## src/rtl/blink_detector.sv

```systemverilog
// Monitors an asynchronous toggle line: reports edge-to-edge intervals in clocks,
// flags a stable half-period (blinking) and a line that has stopped toggling (stuck).
module blink_detector #(
  parameter int CNT_W   = 16,
  parameter int TIMEOUT = 1000
) (
  input  logic             system1000,
  input  logic             system1000_rstn,
  input  logic             led_i,
  output logic [CNT_W-1:0] period_o,
  output logic             period_valid_o,
  output logic             blinking_o,
  output logic             stuck_o
);

  typedef enum logic [1:0] {IDLE, ARMED, MEASURED, LOCKED} state_t;

  logic             s1_q, s2_q, s3_q;
  state_t           state_q, state_d;
  logic [CNT_W-1:0] cnt_q, cnt_d;
  logic [CNT_W-1:0] lastp_q, lastp_d;
  logic [CNT_W-1:0] period_q, period_d;
  logic             pv_q, pv_d;
  logic             blink_q, blink_d;
  logic             stuck_q, stuck_d;

  logic             edge_w;
  logic             timeout_w;
  logic [CNT_W-1:0] intvl_w;

  always_comb begin
    edge_w    = s2_q ^ s3_q;
    intvl_w   = cnt_q + CNT_W'(1);
    // An edge landing on the last allowed count wins over the timeout.
    timeout_w = !edge_w && (cnt_q == CNT_W'(TIMEOUT - 1)) && (state_q != IDLE);

    state_d  = state_q;
    lastp_d  = lastp_q;
    period_d = period_q;
    pv_d     = 1'b0;
    stuck_d  = stuck_q;

    if (edge_w)                cnt_d = '0;
    else if (state_q != IDLE)  cnt_d = cnt_q + CNT_W'(1);
    else                       cnt_d = '0;

    case (state_q)
      IDLE: begin
        if (edge_w) begin
          state_d = ARMED;
          stuck_d = 1'b0;
        end
      end
      ARMED: begin
        if (edge_w) begin
          state_d  = MEASURED;
          period_d = intvl_w;
          pv_d     = 1'b1;
          lastp_d  = intvl_w;
        end else if (timeout_w) begin
          state_d = IDLE;
          stuck_d = 1'b1;
        end
      end
      MEASURED, LOCKED: begin
        if (edge_w) begin
          period_d = intvl_w;
          pv_d     = 1'b1;
          if (intvl_w == lastp_q) begin
            state_d = LOCKED;
          end else begin
            state_d = MEASURED;
            lastp_d = intvl_w;
          end
        end else if (timeout_w) begin
          state_d = IDLE;
          stuck_d = 1'b1;
        end
      end
      default: state_d = IDLE;
    endcase

    blink_d = (state_d == LOCKED);
  end

  always_ff @(posedge system1000 or negedge system1000_rstn) begin
    if (!system1000_rstn) begin
      s1_q     <= 1'b0;
      s2_q     <= 1'b0;
      s3_q     <= 1'b0;
      state_q  <= IDLE;
      cnt_q    <= '0;
      lastp_q  <= '0;
      period_q <= '0;
      pv_q     <= 1'b0;
      blink_q  <= 1'b0;
      stuck_q  <= 1'b0;
    end else begin
      s1_q     <= led_i;
      s2_q     <= s1_q;
      s3_q     <= s2_q;
      state_q  <= state_d;
      cnt_q    <= cnt_d;
      lastp_q  <= lastp_d;
      period_q <= period_d;
      pv_q     <= pv_d;
      blink_q  <= blink_d;
      stuck_q  <= stuck_d;
    end
  end

  assign period_o       = period_q;
  assign period_valid_o = pv_q;
  assign blinking_o     = blink_q;
  assign stuck_o        = stuck_q;

endmodule

```

## config.mk

```make
export PLATFORM = sky130hd
export DESIGN_NAME = blink_detector
export DESIGN_NICKNAME = d
export VERILOG_FILES = /design/src/rtl/blink_detector.sv
export SDC_FILE = /design/constraint.sdc
export NUM_CORES = 1
export LEC_CHECK = 0
export CORE_MARGIN = 8
export CORE_UTILIZATION = 40
export CTS_BUF_LIST = sky130_fd_sc_hd__clkbuf_8 sky130_fd_sc_hd__clkbuf_16
export DETAILED_ROUTE_END_ITERATION = 8
export PLACE_DENSITY = 0.56
export SYNTH_ARGS = -nofsm -noshare
export SYNTH_HDL_FRONTEND = slang
export SYNTH_SLANG_ARGS = --single-unit
```

## constraint.sdc

```tcl
create_clock -name system1000 -period 4.45 [get_ports system1000]
set_input_delay 0.89 -clock system1000 [delete_from_list [all_inputs] [get_ports system1000]]
set_output_delay 0.89 -clock system1000 [all_outputs]
set_load 0.01 [all_outputs]
```

# Yosys cells after proc, flatten, opt, wreduce, memory -nomap -nowiden
# Index checks and enable logic that the tools add are counted.
# totals
mem_bits_ro	0
mem_count	0
input_bits	3
word_cells	53
latch_bits	0
ff_bits	56
ram_bits	0
# classes
addsub	1
multipliers	0
div_mod_pow	0
n_reduce_logical	11
order_cmp	0
eq_ne	12
bitwise	1
n_shift	0
n_mux	18
# ops
op	count
$mux W16	5
$pmux W16 S2	1
$add A16 B1 Y16 const B	1
$eq A16 B10 Y1 const B	1
$eq A16 B16 Y1	1
$ne A2 B2 Y1 const B	5
$mux W2	4
$eq A2 B2 Y1 const B	3
$mux W1	6
$pmux W2 S3	1
$reduce_and A4 Y1	1
$reduce_bool A2 Y1	2
$reduce_and A3 Y1	1
$reduce_or A3 Y1	1
$eq A2 B1 Y1 const B	1
$logic_and A1 B1 Y1	2
$logic_not A2 Y1	1
$ne A2 B1 Y1 const B	1
$pmux W1 S2	1
$reduce_and A2 Y1	1
$reduce_or A2 Y1	1
$logic_not A1 Y1	1
$xor A1 B1 Y1	1

# Longest topological paths before layout
# logic_depth
depth_word	8
depth_mapped	10

# Worst setup path before layout
# OpenSTA, ideal clock, no wires.
# synth_timing
path_type	reg2reg
from	reg cnt_q[0]
to	reg lastp_q[1]
path_stages_with_launch	10
arrival_time_ns	2.730
t_required_ns	4.325
period_less_slack_ns	2.856
n_path_buf	1
setup_time_ns	0.125
path_slack_ns	1.594
cell_sequence	dfrtp_1 -> ha_1 -> nand4_2 -> nor4_1 -> xnor2_1 -> xnor2_1 -> a2111oi_1 -> a41o_1 -> buf_6 -> mux2_4
# synth_via
elab_chain_len	4
word_cells_on_any_way	8
cone_classes	add/sub (1); eq/ne (2); mux (4); reduce/logical (1)
# synth_rtl
item	line	source
from (decl)	20	logic [CNT_W-1:0] cnt_q, cnt_d;
from (signal assigned)	103	cnt_q <= cnt_d;
$add A16 B1 Y16 *	33	intvl_w = cnt_q + CNT_W'(1);
$eq A16 B16 Y1 / $mux W16 (equally long branches)	69	if (intvl_w == lastp_q) begin
$ne A2 B2 Y1 (no line) / $mux W16 (equally long branches)	-	
$reduce_and A4 Y1 (no line) / $pmux W16 S2 (equally long branches)	-	
to (signal assigned)	104	lastp_q <= lastp_d;
to (decl)	21	logic [CNT_W-1:0] lastp_q, lastp_d;
# Every way passes the cells marked *; elsewhere a longest branch is shown, timed or not. The select of a mux whose other input is x is not followed.
# A chain may end at the register's enable or synchronous reset.

# Worst setup path in the final report
# layout_timing
from	reg cnt_q[0]
to	reg lastp_q[11]
# Same word-level chain as after synthesis.

==> results.cfg <==
[status]
status = finished, final reports clean

[yosys]
synthTopCellsByArea = dfrtp_1 52%, xnor2_1 7.5%, mux2i_1 6.0%, o21ai_0 3.7%, nand2_1 3.4%
yosysMostFrequentCell = dfrtp_1
synth_area_um2 = 2690
syn_inst = 259
ys_async_sr_fraction = 1.00
ys_warn_count = 0
synth-edff-count = 0
syn_nets = 263
synth_top_area_share = 0.522
synth_top_flop_cell = dfrtp_1
avgSynthCellArea_um2 = 10.4
synth_cell_types = 47
synth_commonest_cells = 56 x dfrtp_1, 24 x nand2_1, 23 x nor2_1, 23 x xnor2_1, 20 x o21ai_0
yosysTopAreaCell = dfrtp_1
seq_area_frac_synth = 0.522
ys_seq_elements = 56

[cts]
cts_sinks = 56
cts-resized-gates = 0
cts_made_buffers = 5
post-cts-setup-buffers = 0
cts_tree = built
insertion_delay_ps = 320
root_buffer = clkbuf_8
htreeDepth = 2
hold_buffers = 0
clkTransAtPathRegs_ps = 110
clock_path_buffers = 2

[routing]
totalWireLength_mm = 5.59
num_vias = 1855
routedWlPerCell_um = 15.6
antenna_left = 0
vias_per_cell = 5.18
drt-initial-drc-count = 85
drc = 0
drtPass1Iterations = 4

[grt]
antenna_found_initial = 0
grt_pass1_wl_mm = 9.63
grt_max_degree = 57
track_usage = 0.124
grt_overflow_total = 0
grt_pass1_vias = 1868

[power_and_ir_drop]
p_leak_nw = 1.33
p_per_area_nw_per_um2 = 378
vdd_drop_max_v = 0.000150

[layout]
layout-drive-gt1-share = 0.0791
layout.area.seq_um2 = 1400
nets = 281
multi_input_area_um2 = 1140
syn_to_final_growth_pct = 13.1
nFillCells = 642
layout.cells.non_filler = 358
diodes = 0

[floorplanning]
dieArea_um2 = 9590
die_w_um = 98.0
ioPinCount = 22
die_y_um = 98.0
floorplan.initialDensity = 0.404
num_rows = 30
design.core.area_um2 = 6640

[timing]
slew_violations = 0
fin_crit_ps = 3670
rsz0062_at_grt = false
period_share = 0.824
tns_ps = 0
timing.final.hold_violations = 0
finalSetupViolCount = 0
max_freq_mhz = 273
relSlewSlack = 0.420
skew_ps = 14.7
tightest_slew_ps = 864

[setup_path]
critPathMaxFanout = 9
worst-endpoint-required_ps = 4680
start_kind = flop
crit_start = cnt_q[0]
r2r-start = cnt_q[0]
critical_path_class = reg2reg
cp.arrival_ps = 3890
end_kind = flop

[place]
dp_cells = 350
dp_hpwl_mm = 3.98
gp_congestion = 0.813
port_buffers = 21

[job]
max-cap-violations = 0

[min_path]
hp-class = reg2reg
holdCritStartpoint = s1_q
==> cell usage in the layout (no fill, tap or decap), types with 2 or more instances in the layout <==
master           count
buf_4                4
nand3_1              6
nor2_1              23
nor3_1               6
inv_1               17
xor2_1               9
nand2_1             24
inv_6                2
nand4_1              5
a41oi_1              2
xnor2_1             23
nor4_1               4
mux2i_1             16
a21oi_1              5
and3_1               2
o21ai_0             20
clkbuf_8             5
dfrtp_1             56
clkdlybuf4s50_1     20
==> sequential cells by signal, indices dropped and copies added, names as in the netlist <==
register	count
cnt_q	16
stuck_o	1
blinking_o	1
state_q	2
s3_q	1
s2_q	1
period_o	16
lastp_q	16
s1_q	1
period_valid_o	1
==> report_power, final <==
group / internal [W] / total, W / leakage, nW / switching (W)
sequential: 0.000546 / 0.000577 / 0.754 / 0.0000307
clock: 0.000116 / 0.000292 / 0.0491 / 0.000175
combinational: 0.000133 / 0.000281 / 0.529 / 0.000148
total: 0.000795 / 0.00115 / 1.33 / 0.000354
==> layer usage <==
metal  track usage  wire (um)
met5             0          0
met4        0.0396         68
met3        0.0306        196
met2         0.192       2540
met1         0.166       2790
==> critical path, cell delays in order (launching register included) <==
cell       delay, ps
dfrtp_1          500
ha_1             320
nand4_2          220
nor4_1           380
xnor2_1          260
xnor2_1          110
a2111oi_1        640
a41o_1           620
buf_4            300
mux2i_1          230
==> cells by family after synthesis <==
kind of cell,Yosys count,share of synthesized area
AOI/OAI and AO/OA,40,0.0922
xor gates and xnor gates,32,0.104
adders and majority gates,1,0.00466
buffers and inverters,31,0.0545
DFF,56,0.522
muxes,17,0.0652
and+or+nand+nor,82,0.157
==> final timing paths <==
check | slack [ps] | depth (start not counted) | endpoint
min in group asynchronous | 700 | 2 | lastp_q[6]
max in group asynchronous | 3270 | 2 | lastp_q[11]
setup / recovery | 780 | 9 | lastp_q[11]
setup reg to reg | 780 | 9 | lastp_q[11]
hold / removal | 380 | 0 | s2_q
hold reg to reg | 380 | 0 | s2_q
==> area by class of cell <==
class	instances	area share
multi-input combinational	172	0.376
sequential	56	0.461
clock buffer	5	0.0227
tap	80	0.0329
timing repair buffer	25	0.0774
inverter	17	0.0210
clock inverter	3	0.00865
==> through the flow <==
stage | instance area (um2) | hold WS (ps) | util | setup WS [ps] | power (W)
2_1_floorplan | 2690 | 331 | - | 1590 | 0.000805
3_3_place_gp | 2940 | 338 | 0.443 | 970 | 0.000867
3_5_place_dp | 2940 | 341 | 0.443 | 832 | 0.000871
4_1_cts | 3040 | 378 | 0.457 | 810 | 0.00117
5_1_grt | 3040 | 393 | 0.457 | 493 | 0.00122
6_report | 3040 | 377 | 0.457 | 784 | 0.00115
Note: power is estimated with default switching activity, not from simulation.
==> RTL edit, RTL diff (same settings) <==
`TIMEOUT`: 1000 -> 750.
--- a/src/rtl/blink_detector.sv
+++ b/src/rtl/blink_detector.sv
@@ -3,5 +3,5 @@
 module blink_detector #(
   parameter int CNT_W   = 16,
-  parameter int TIMEOUT = 1000
+  parameter int TIMEOUT = 750
 ) (
   input  logic             system1000,
Formal check against the unedited RTL: same outputs for any inputs over 10 cycles, from zero or initial values and one cycle with system1000_rstn low; that may be too few to reach the edited logic, so the function may still have changed.
==> RTL edit against the unedited design <==
  * Sequential cell count is the same
  * Critical endpoint is now lastp_q[1]
  * Cell count increased by 17%
  * Worst setup slack gained 0.25 ns
  * Sequential power up 3%
  * Synthesized area up 14%
  * Routed wire length increased by 26%
  * Power up 2.0%
  * Critical path type unchanged
  * Final area rose by 13%
==> RTL edit: results (changes against the unedited design) <==
status: "finished clean"
diodes: 0  # unchanged
swShare_pct: 28.4  # -2.4 points
num-nets-final: 320  # +14%
ys_top_cells_by_count: "dfrtp_1 (56), nand2_1 (29), nor2_1 (28)"
worstSetupPathType: "reg -> reg"
syn_area_per_cell_um2: 10.1  # -2.8%
p_seq_share_pct: 50.6  # +0.4 points
gp_congestion: 0.884  # +8.8%
ctsResizeCount: 0  # unchanged
total_leakage_power_nw: 1.42  # +6.4%
vdd_drop_max_mv: 0.154  # +2.5%
grt_pass1_wl_um: 12100  # +25%
finalHoldWorstSlack_ns: 0.360  # -0.0165 ns
clkTransAtPathRegs_ns: 0.10
dr_wl_met3_um: 249  # +27%
final_cells: 418  # +17%
grt_max_degree: 57  # unchanged
route.met2.wl_um: 3260  # +28%
cts.path.max_buffers: 2  # unchanged
drive_gt1_share_pct: 9.18  # +1.3 points
hp-start: "s1_q"
grt_usage_pct: 14.6  # +2.1 points
routed_wl_um: 7050  # +26%
synth-seq-area-share_pct: 45.9  # -6.3 points
syn_nets: 308  # +17%
viasPerCell: 5.39  # +4.0%
numCtsBuffers: 5  # unchanged
drt_first_iter_violations: 262  # +210%
antenna_found_initial: 0  # unchanged
use_met3_pct: 2.07  # -0.98 points
relSlewSlack_pct: 52.8  # +11 points
worst_ep_arrival_time_ns: 3.63  # -0.26 ns
clk-power_mw: 0.356  # +22%
r2r-end: "lastp_q[1]"
place_ws_ns: 1.08  # +0.246 ns
grt_pass1_vias: 2258  # +21%
critPathMaxFanout: 19  # +10
synth_area_leaders: "dfrtp_1 (46%), xnor2_1 (6.3%), o41ai_1 (3.7%), nand2b_1 (3.7%), nand2_1 (3.6%)"
place_inst: 410  # +17%
placed_area_um2: 3320  # +13%
post-dp-hpwl_um: 4870  # +22%
slowest_stage: "or3_1"
hold_end: "s2_q"
grtUsageMet2_pct: 22.6  # +3.4 points
gr-usage-met1_pct: 20.3  # +3.7 points
drt-met1-wl_um: 3410  # +22%
synth_cell_type_count: 59  # +26%
rr_startpoint: "cnt_q[0]"
clk-insertion-delay-late_ns: 0.31
seq-power_mw: 0.593  # +3%
period_needed_ns: 3.41  # -0.254 ns
skew_ns: 0.00598  # -0.00875 ns
[RTL edit: cell families (layout without fill, tap and decap cells)]
| family | after synthesis | after routing | share of synthesized area (%) |
|---|---|---|---|
| AO/OA/AOI/OAI | 72 | 72 | 17.3 |
| XOR/XNOR | 31 | 31 | 9.34 |
| multiplexers | 2 | 2 | 0.696 |
| AND/OR/NAND/NOR | 113 | 113 | 21.5 |
| buffers and inverters | 27 | 40 | 4.46 |
| flip-flops | 56 | 56 | 45.9 |
| adder cells (fa/ha/maj) | 2 | 2 | 0.819 |
[RTL edit: final cells by class]
cell class	count	area [um^2]
Timing Repair Buffer	26	243
Sequential cell	56	1400
Multi-Input combinational cell	220	1520
Fill cell	708	4130
Clock inverter	2	38.8
Tap cell	102	128
Clock buffer	6	82.6
Inverter	6	22.5
